`src/rtl/mem_req_scheduler.sv`:
```
// Byte-serial RAM port scheduler shared by instruction fetch, load and store.
// Reads are speculative and abort on flush; stores to the IO region wait while the IO sink is full.
module mem_req_scheduler #(
  parameter int         ADR_W = 18,
  parameter logic [1:0] IO_HI = 2'b11
) (
  input  logic             clk,
  input  logic             rst,
  input  logic             rdy,
  input  logic             flush,
  input  logic             if_req,
  input  logic [ADR_W-1:0] if_adr,
  output logic             if_done,
  output logic [31:0]      if_dat,
  input  logic             ld_req,
  input  logic [ADR_W-1:0] ld_adr,
  input  logic [1:0]       ld_len,
  input  logic             ld_signed,
  output logic             ld_done,
  output logic [31:0]      ld_dat,
  input  logic             st_req,
  input  logic [ADR_W-1:0] st_adr,
  input  logic [1:0]       st_len,
  input  logic [31:0]      st_dat,
  output logic             st_done,
  input  logic             io_buffer_full,
  input  logic [7:0]       ram_dat_i,
  output logic [7:0]       ram_dat_o,
  output logic [ADR_W-1:0] ram_adr_o,
  output logic             ram_wr_o
);

  typedef enum logic [1:0] {IDLE, READ, WRITE, DONE} state_t;
  typedef enum logic [1:0] {SRC_IF, SRC_LD, SRC_ST} src_t;

  state_t           state_q, state_d;
  src_t             src_q, src_d;
  logic [2:0]       cnt_q, cnt_d;
  logic             fair_q, fair_d;
  logic [ADR_W-1:0] adr_q, adr_d;
  logic [1:0]       len_q, len_d;
  logic             sgn_q, sgn_d;
  logic [31:0]      wdat_q, wdat_d;
  logic [31:0]      rbuf_q, rbuf_d;
  logic [31:0]      if_dat_q, if_dat_d;
  logic [31:0]      ld_dat_q, ld_dat_d;

  logic [2:0] last;
  logic       io_stall;
  logic       if_ok, ld_ok;
  logic [2:0] adr_idx;

  function automatic logic [2:0] n_bytes(input logic [1:0] len);
    case (len)
      2'd0:    n_bytes = 3'd1;
      2'd1:    n_bytes = 3'd2;
      default: n_bytes = 3'd4;
    endcase
  endfunction

  function automatic logic [31:0] extend(input logic [31:0] w, input logic [1:0] len,
                                         input logic sgn);
    case (len)
      2'd0:    extend = {{24{sgn & w[7]}}, w[7:0]};
      2'd1:    extend = {{16{sgn & w[15]}}, w[15:0]};
      default: extend = w;
    endcase
  endfunction

  assign last     = n_bytes(len_q);
  assign io_stall = (adr_q[ADR_W-1 -: 2] == IO_HI) && io_buffer_full;
  assign if_ok    = if_req && !flush;
  assign ld_ok    = ld_req && !flush;

  always_comb begin
    state_d  = state_q;
    src_d    = src_q;
    cnt_d    = cnt_q;
    fair_d   = fair_q;
    adr_d    = adr_q;
    len_d    = len_q;
    sgn_d    = sgn_q;
    wdat_d   = wdat_q;
    rbuf_d   = rbuf_q;
    if_dat_d = if_dat_q;
    ld_dat_d = ld_dat_q;
    if (rdy) begin
      case (state_q)
        IDLE: begin
          cnt_d  = 3'd0;
          rbuf_d = 32'd0;
          if (fair_q && if_ok) begin
            state_d = READ;   src_d = SRC_IF; adr_d = if_adr;
            len_d   = 2'd2;   sgn_d = 1'b0;   fair_d = 1'b0;
          end else if (st_req) begin
            state_d = WRITE;  src_d = SRC_ST; adr_d = st_adr;
            len_d   = st_len; sgn_d = 1'b0;   wdat_d = st_dat; fair_d = 1'b1;
          end else if (ld_ok) begin
            state_d = READ;   src_d = SRC_LD; adr_d = ld_adr;
            len_d   = ld_len; sgn_d = ld_signed; fair_d = 1'b1;
          end else if (if_ok) begin
            state_d = READ;   src_d = SRC_IF; adr_d = if_adr;
            len_d   = 2'd2;   sgn_d = 1'b0;   fair_d = 1'b0;
          end
        end
        READ: begin
          if (flush) begin
            state_d = IDLE;
            cnt_d   = 3'd0;
          end else begin
            // ram_dat_i in the cycle with counter c is byte c-1 addressed one cycle earlier
            case (cnt_q)
              3'd1:    rbuf_d[7:0]   = ram_dat_i;
              3'd2:    rbuf_d[15:8]  = ram_dat_i;
              3'd3:    rbuf_d[23:16] = ram_dat_i;
              3'd4:    rbuf_d[31:24] = ram_dat_i;
              default: ;
            endcase
            if (cnt_q == last) begin
              state_d = DONE;
              cnt_d   = 3'd0;
              if (src_q == SRC_IF) if_dat_d = rbuf_d;
              else                 ld_dat_d = extend(rbuf_d, len_q, sgn_q);
            end else begin
              cnt_d = cnt_q + 3'd1;
            end
          end
        end
        WRITE: begin
          if (!io_stall) begin
            if (cnt_q == last - 3'd1) begin
              state_d = DONE;
              cnt_d   = 3'd0;
            end else begin
              cnt_d = cnt_q + 3'd1;
            end
          end
        end
        default: state_d = IDLE;
      endcase
    end
  end

  always_ff @(posedge clk) begin
    if (rst) begin
      state_q  <= IDLE;
      src_q    <= SRC_IF;
      cnt_q    <= 3'd0;
      fair_q   <= 1'b0;
      adr_q    <= '0;
      len_q    <= 2'd0;
      sgn_q    <= 1'b0;
      wdat_q   <= 32'd0;
      rbuf_q   <= 32'd0;
      if_dat_q <= 32'd0;
      ld_dat_q <= 32'd0;
    end else begin
      state_q  <= state_d;
      src_q    <= src_d;
      cnt_q    <= cnt_d;
      fair_q   <= fair_d;
      adr_q    <= adr_d;
      len_q    <= len_d;
      sgn_q    <= sgn_d;
      wdat_q   <= wdat_d;
      rbuf_q   <= rbuf_d;
      if_dat_q <= if_dat_d;
      ld_dat_q <= ld_dat_d;
    end
  end

  // While frozen mid-read, re-present the previous byte's address so the pending byte is still on ram_dat_i when rdy returns
  always_comb begin
    adr_idx = cnt_q;
    if (state_q == READ && !rdy && cnt_q != 3'd0) adr_idx = cnt_q - 3'd1;
  end

  always_comb begin
    ram_adr_o = '0;
    ram_dat_o = 8'd0;
    ram_wr_o  = 1'b0;
    if (state_q == READ || state_q == WRITE) ram_adr_o = adr_q + ADR_W'(adr_idx);
    if (state_q == WRITE) begin
      case (cnt_q[1:0])
        2'd0:    ram_dat_o = wdat_q[7:0];
        2'd1:    ram_dat_o = wdat_q[15:8];
        2'd2:    ram_dat_o = wdat_q[23:16];
        default: ram_dat_o = wdat_q[31:24];
      endcase
      ram_wr_o = rdy && !io_stall;
    end
  end

  assign if_done = (state_q == DONE) && (src_q == SRC_IF) && rdy && !flush;
  assign ld_done = (state_q == DONE) && (src_q == SRC_LD) && rdy && !flush;
  assign st_done = (state_q == DONE) && (src_q == SRC_ST) && rdy;
  assign if_dat  = if_dat_q;
  assign ld_dat  = ld_dat_q;

endmodule

```
`config.mk`:
```
export PLATFORM = sky130hd
export DESIGN_NAME = mem_req_scheduler
export DESIGN_NICKNAME = d
export VERILOG_FILES = /design/src/rtl/mem_req_scheduler.sv
export SDC_FILE = /design/constraint.sdc
export NUM_CORES = 1
export LEC_CHECK = 0
export CORE_MARGIN = 4
export CORE_UTILIZATION = 49
export DETAILED_ROUTE_END_ITERATION = 6
export HOLD_SLACK_MARGIN = 0.08
export PLACE_DENSITY = 0.87
export SYNTH_ARGS = -nofsm -noshare
export SYNTH_HDL_FRONTEND = slang
export SYNTH_SLANG_ARGS = --single-unit
export TNS_END_PERCENT = 50
```
`constraint.sdc`:
```
create_clock -name clk -period 4.25 [get_ports clk]
set_input_delay 0.85 -clock clk [delete_from_list [all_inputs] [get_ports clk]]
set_output_delay 0.85 -clock clk [all_outputs]
set_load 0.02 [all_outputs]
```
==> metrics <==
unrepaired setup endpoints after global routing=false; Max rail drop VDD=between 0.2 and 0.3 mV; syn_nets=963; vias per std cell=between 5 and 6; all-layer global routing usage=between 20% and 30%; Cells after DPL=~1,200; max_slew headroom=about a fifth; Diodes inserted=0; origin of the critical flop-to-flop path=len_q[1]; Hold Crit Class=reg2reg; Sequential cell area=3140 um^2; CTS clock-pin slew for the worst setup and hold paths=60 ps; count of pins over their slew limit=0; Core Region=between 10,000 and 15,000 um^2; power density relative to cell area=between 300 and 400 nW/um^2; I/O Buffers=200; final critical path time including I/O delays and setup=4060 ps; largest cells by area after synthesis=sky130_fd_sc_hd__dfxtp_1 43%, sky130_fd_sc_hd__nor2_1 7.1%, sky130_fd_sc_hd__nand2_1 5.1%; final worst clock skew=between 5 and 6 ps; Routed Wire Length=~21,000 um; startpoint of the tightest hold check path=wdat_q[0]; required arrival time at the worst endpoint=between 3000 and 4000 ps; maximum achievable frequency=between 200 and 250 MHz; flip-flop and latch count after synthesis=157; depth of the CTS H-tree=4; actual slew at the worst max-slew pin=roughly 1200 ps; CTS tree=done; number of nets in the layout=~1,100; total CTS buffers=17; via count of the first global-routing pass=between 6,000 and 7,000; Post-synth EDFFs=0; DRC Markers=0; total clock sinks=around 160; critical-path maximum fanout=11; source of the critical timing path=state_q[1]; Synth Warn #=0; total power after layout=3.83 mW; final-layout fill cell count=between 1,000 and 1,500; die height=130 um; crit path capture type=output pin; Max Cap Viol=0; pin count of the biggest net entering global routing=between 80 and 90; ranking of synthesized cells by instance count=157 x sky130_fd_sc_hd__dfxtp_1, 139 x sky130_fd_sc_hd__nor2_1, 99 x sky130_fd_sc_hd__nand2_1, 55 x sky130_fd_sc_hd__a21oi_1, 44 x sky130_fd_sc_hd__clkbuf_1; first-pass GRT wire length=between 30,000 and 40,000 um; Worst Setup Path Type=reg2out; effective utilization at floorplan=between 50 and 60%; number of detailed-route iterations in the first pass=6; proportion of layout cells with a drive suffix above 1=approximately 11%; area of combinational cells with multiple inputs=~4000 um^2; cells after synthesis=839; floorplan die width=around 130 um; Synth area leader=sky130_fd_sc_hd__dfxtp_1; share of the yosys chip area belonging to registers=approximately 43%; total I/O pin count=about 200; Synth async-reset ratio=0%; area of the die=around 17,000 um^2; area added between synthesis and finish=38.1%; Routability Congestion=slightly above 0.9; CTS max path bufs=2; result of the run=finished clean; clk_lat worst skew=420 ps; Post-Syn Area per Cell=8.74 um^2; GR Overflow Total=0; post-synthesis instance area=7340 um^2; most frequently used flop master after synthesis=sky130_fd_sc_hd__dfxtp_1; number of DRC markers in iteration 0=between 500 and 600; setup-violating endpoint count in the final report=0; Synth top area share=approximately 43%; number of vias after detailed routing=about 7,000; HPWL reported at the end of detailed placement=14,700 um; Leak Pwr=about 3.6 nW; Layout Cells excl Fill=between 1,000 and 1,500; number of library cell types mapped by synthesis=slightly above 60; row count=between 40 and 50; CP Data Arrival Time=between 3000 and 4000 ps; post-DR wirelength/cell=around 18 um; hold violation count in the final report=0; most common cell in the netlist=sky130_fd_sc_hd__dfxtp_1; period utilisation layout=a little over nine tenths; number of antenna violations at the first check in global routing=0; remaining antenna violation count after routing=0; Clk Tree Root Cell=sky130_fd_sc_hd__clkbuf_16; type of element launching the critical path=register
[registers in the layout, summed over array words and instances, names as in the netlist]
signal	flops
len_q	2
src_q	2
cnt_q	3
sgn_q	1
ld_dat	32
adr_q	18
if_dat	32
wdat_q	32
rbuf_q	32
state_q	2
fair_q	1
[report_power, final]
| part | leakage [nW] | internal (mW) | switching (mW) | total (mW) |
|---|---|---|---|---|
| clock network | 0.317 | 1.06 | 0.641 | 1.70 |
| registers | 1.27 | 1.53 | 0.0545 | 1.58 |
| logic | 2.06 | 0.242 | 0.311 | 0.553 |
| total | 3.64 | 2.83 | 1.01 | 3.83 |
[cell type report]
type,count,area share [%]
clock buffer,18,4.23
clock inverter,14,2.27
tap,184,2.27
sequential,157,31.0
inverter,9,0.333
multi-input combinational,608,38.6
timing repair buffer,223,21.3
[layout by cell type, fill, tap and decap left out, drive strengths merged, types with 3 or more instances in the layout]
cell type | synthesis | layout
a22oi | 33 | 33
dlygate4sd2 | 0 | 4
and2 | 18 | 18
nor2b | 7 | 7
o21ai | 10 | 10
a222oi | 26 | 26
a211oi | 52 | 52
bufinv | 0 | 5
xor2 | 7 | 7
ha | 16 | 16
nor3 | 15 | 15
nor3b | 5 | 5
clkdlybuf4s15 | 0 | 6
nand2 | 99 | 99
a21o | 3 | 3
clkdlybuf4s50 | 0 | 183
mux2 | 25 | 25
dfxtp | 157 | 157
nand3b | 3 | 3
mux2i | 32 | 32
clkinv | 1 | 3
or3 | 6 | 6
nand3 | 9 | 9
buf | 20 | 25
a21boi | 3 | 3
xnor2 | 9 | 9
clkbuf | 45 | 22
or2 | 3 | 3
inv | 8 | 13
a21oi | 55 | 55
nor2 | 139 | 139
nand4 | 4 | 4
o21bai | 3 | 3
[metrics by stage]
step	setup WS [ps]	area (um^2)	hold WS [ps]	TNS [ps]	utilization, %
floorplan	356	7340	432	0	-
global placement	-408	9460	442	-3340	64.9
finish	194	10100	455	0	69.5
detailed placement	-571	9460	446	-5070	64.9
CTS	40.6	10100	455	0	69.4
global route	9.24	10100	486	0	69.5
[worst paths after layout]
check	end	slack, ps	depth (start not counted)
worst min register to register	wdat_q[0]	460	2
worst max register to register	ld_dat[17]	1060	8
worst min-delay path	wdat_q[0]	460	2
worst max-delay path	ram_adr_o[11]	190	15
[critical path: stages (launching register included)]
cell                              delay (ps)
sky130_fd_sc_hd__dfxtp_1                 380
sky130_fd_sc_hd__inv_1                    90
sky130_fd_sc_hd__ha_1                    230
sky130_fd_sc_hd__nor2b_2                 190
sky130_fd_sc_hd__buf_4                   130
sky130_fd_sc_hd__nand2_1                  80
sky130_fd_sc_hd__nor3_1                   50
sky130_fd_sc_hd__a21o_1                  150
sky130_fd_sc_hd__ha_1                    300
sky130_fd_sc_hd__buf_4                   120
sky130_fd_sc_hd__a21oi_1                  60
sky130_fd_sc_hd__buf_4                   180
sky130_fd_sc_hd__nor3b_1                 240
sky130_fd_sc_hd__xor2_1                  160
sky130_fd_sc_hd__and2_1                  130
sky130_fd_sc_hd__clkdlybuf4s15_1         290
[metal layers]
metal / up-vias / share of wire, % / routed length, um / global-route usage [%]
met2: 280 / 47 / 9990 / 40.0
li1: 3342 / - / - / -
met3: 44 / 6.9 / 1470 / 5.81
met1: 3362 / 44 / 9300 / 32.7
met5: - / 0 / 0 / 0
met4: 0 / 2.8 / 605 / 9.68
[timing repair]
item                                   in CTS  in global routing
hold buffers                                0                  0
buffers inserted                            1                  1
resized for setup                          25                 19
endpoints found under the hold margin       0                  0
pin swaps                                   0                  6
setup endpoints to repair                  16                 16
[kinds of logic after synthesis]
kind of cell / after synthesis / synth area share, %
XOR/XNOR: 17 / 2.22
AO/OA/AOI/OAI: 198 / 20.0
multiplexers: 57 / 8.20
buffers and inverters: 74 / 4.42
AND/OR/NAND/NOR: 319 / 19.3
adder cells (fa/ha/maj): 17 / 3.00
flip-flops: 157 / 42.8
Power figures use the tool's default switching activity.
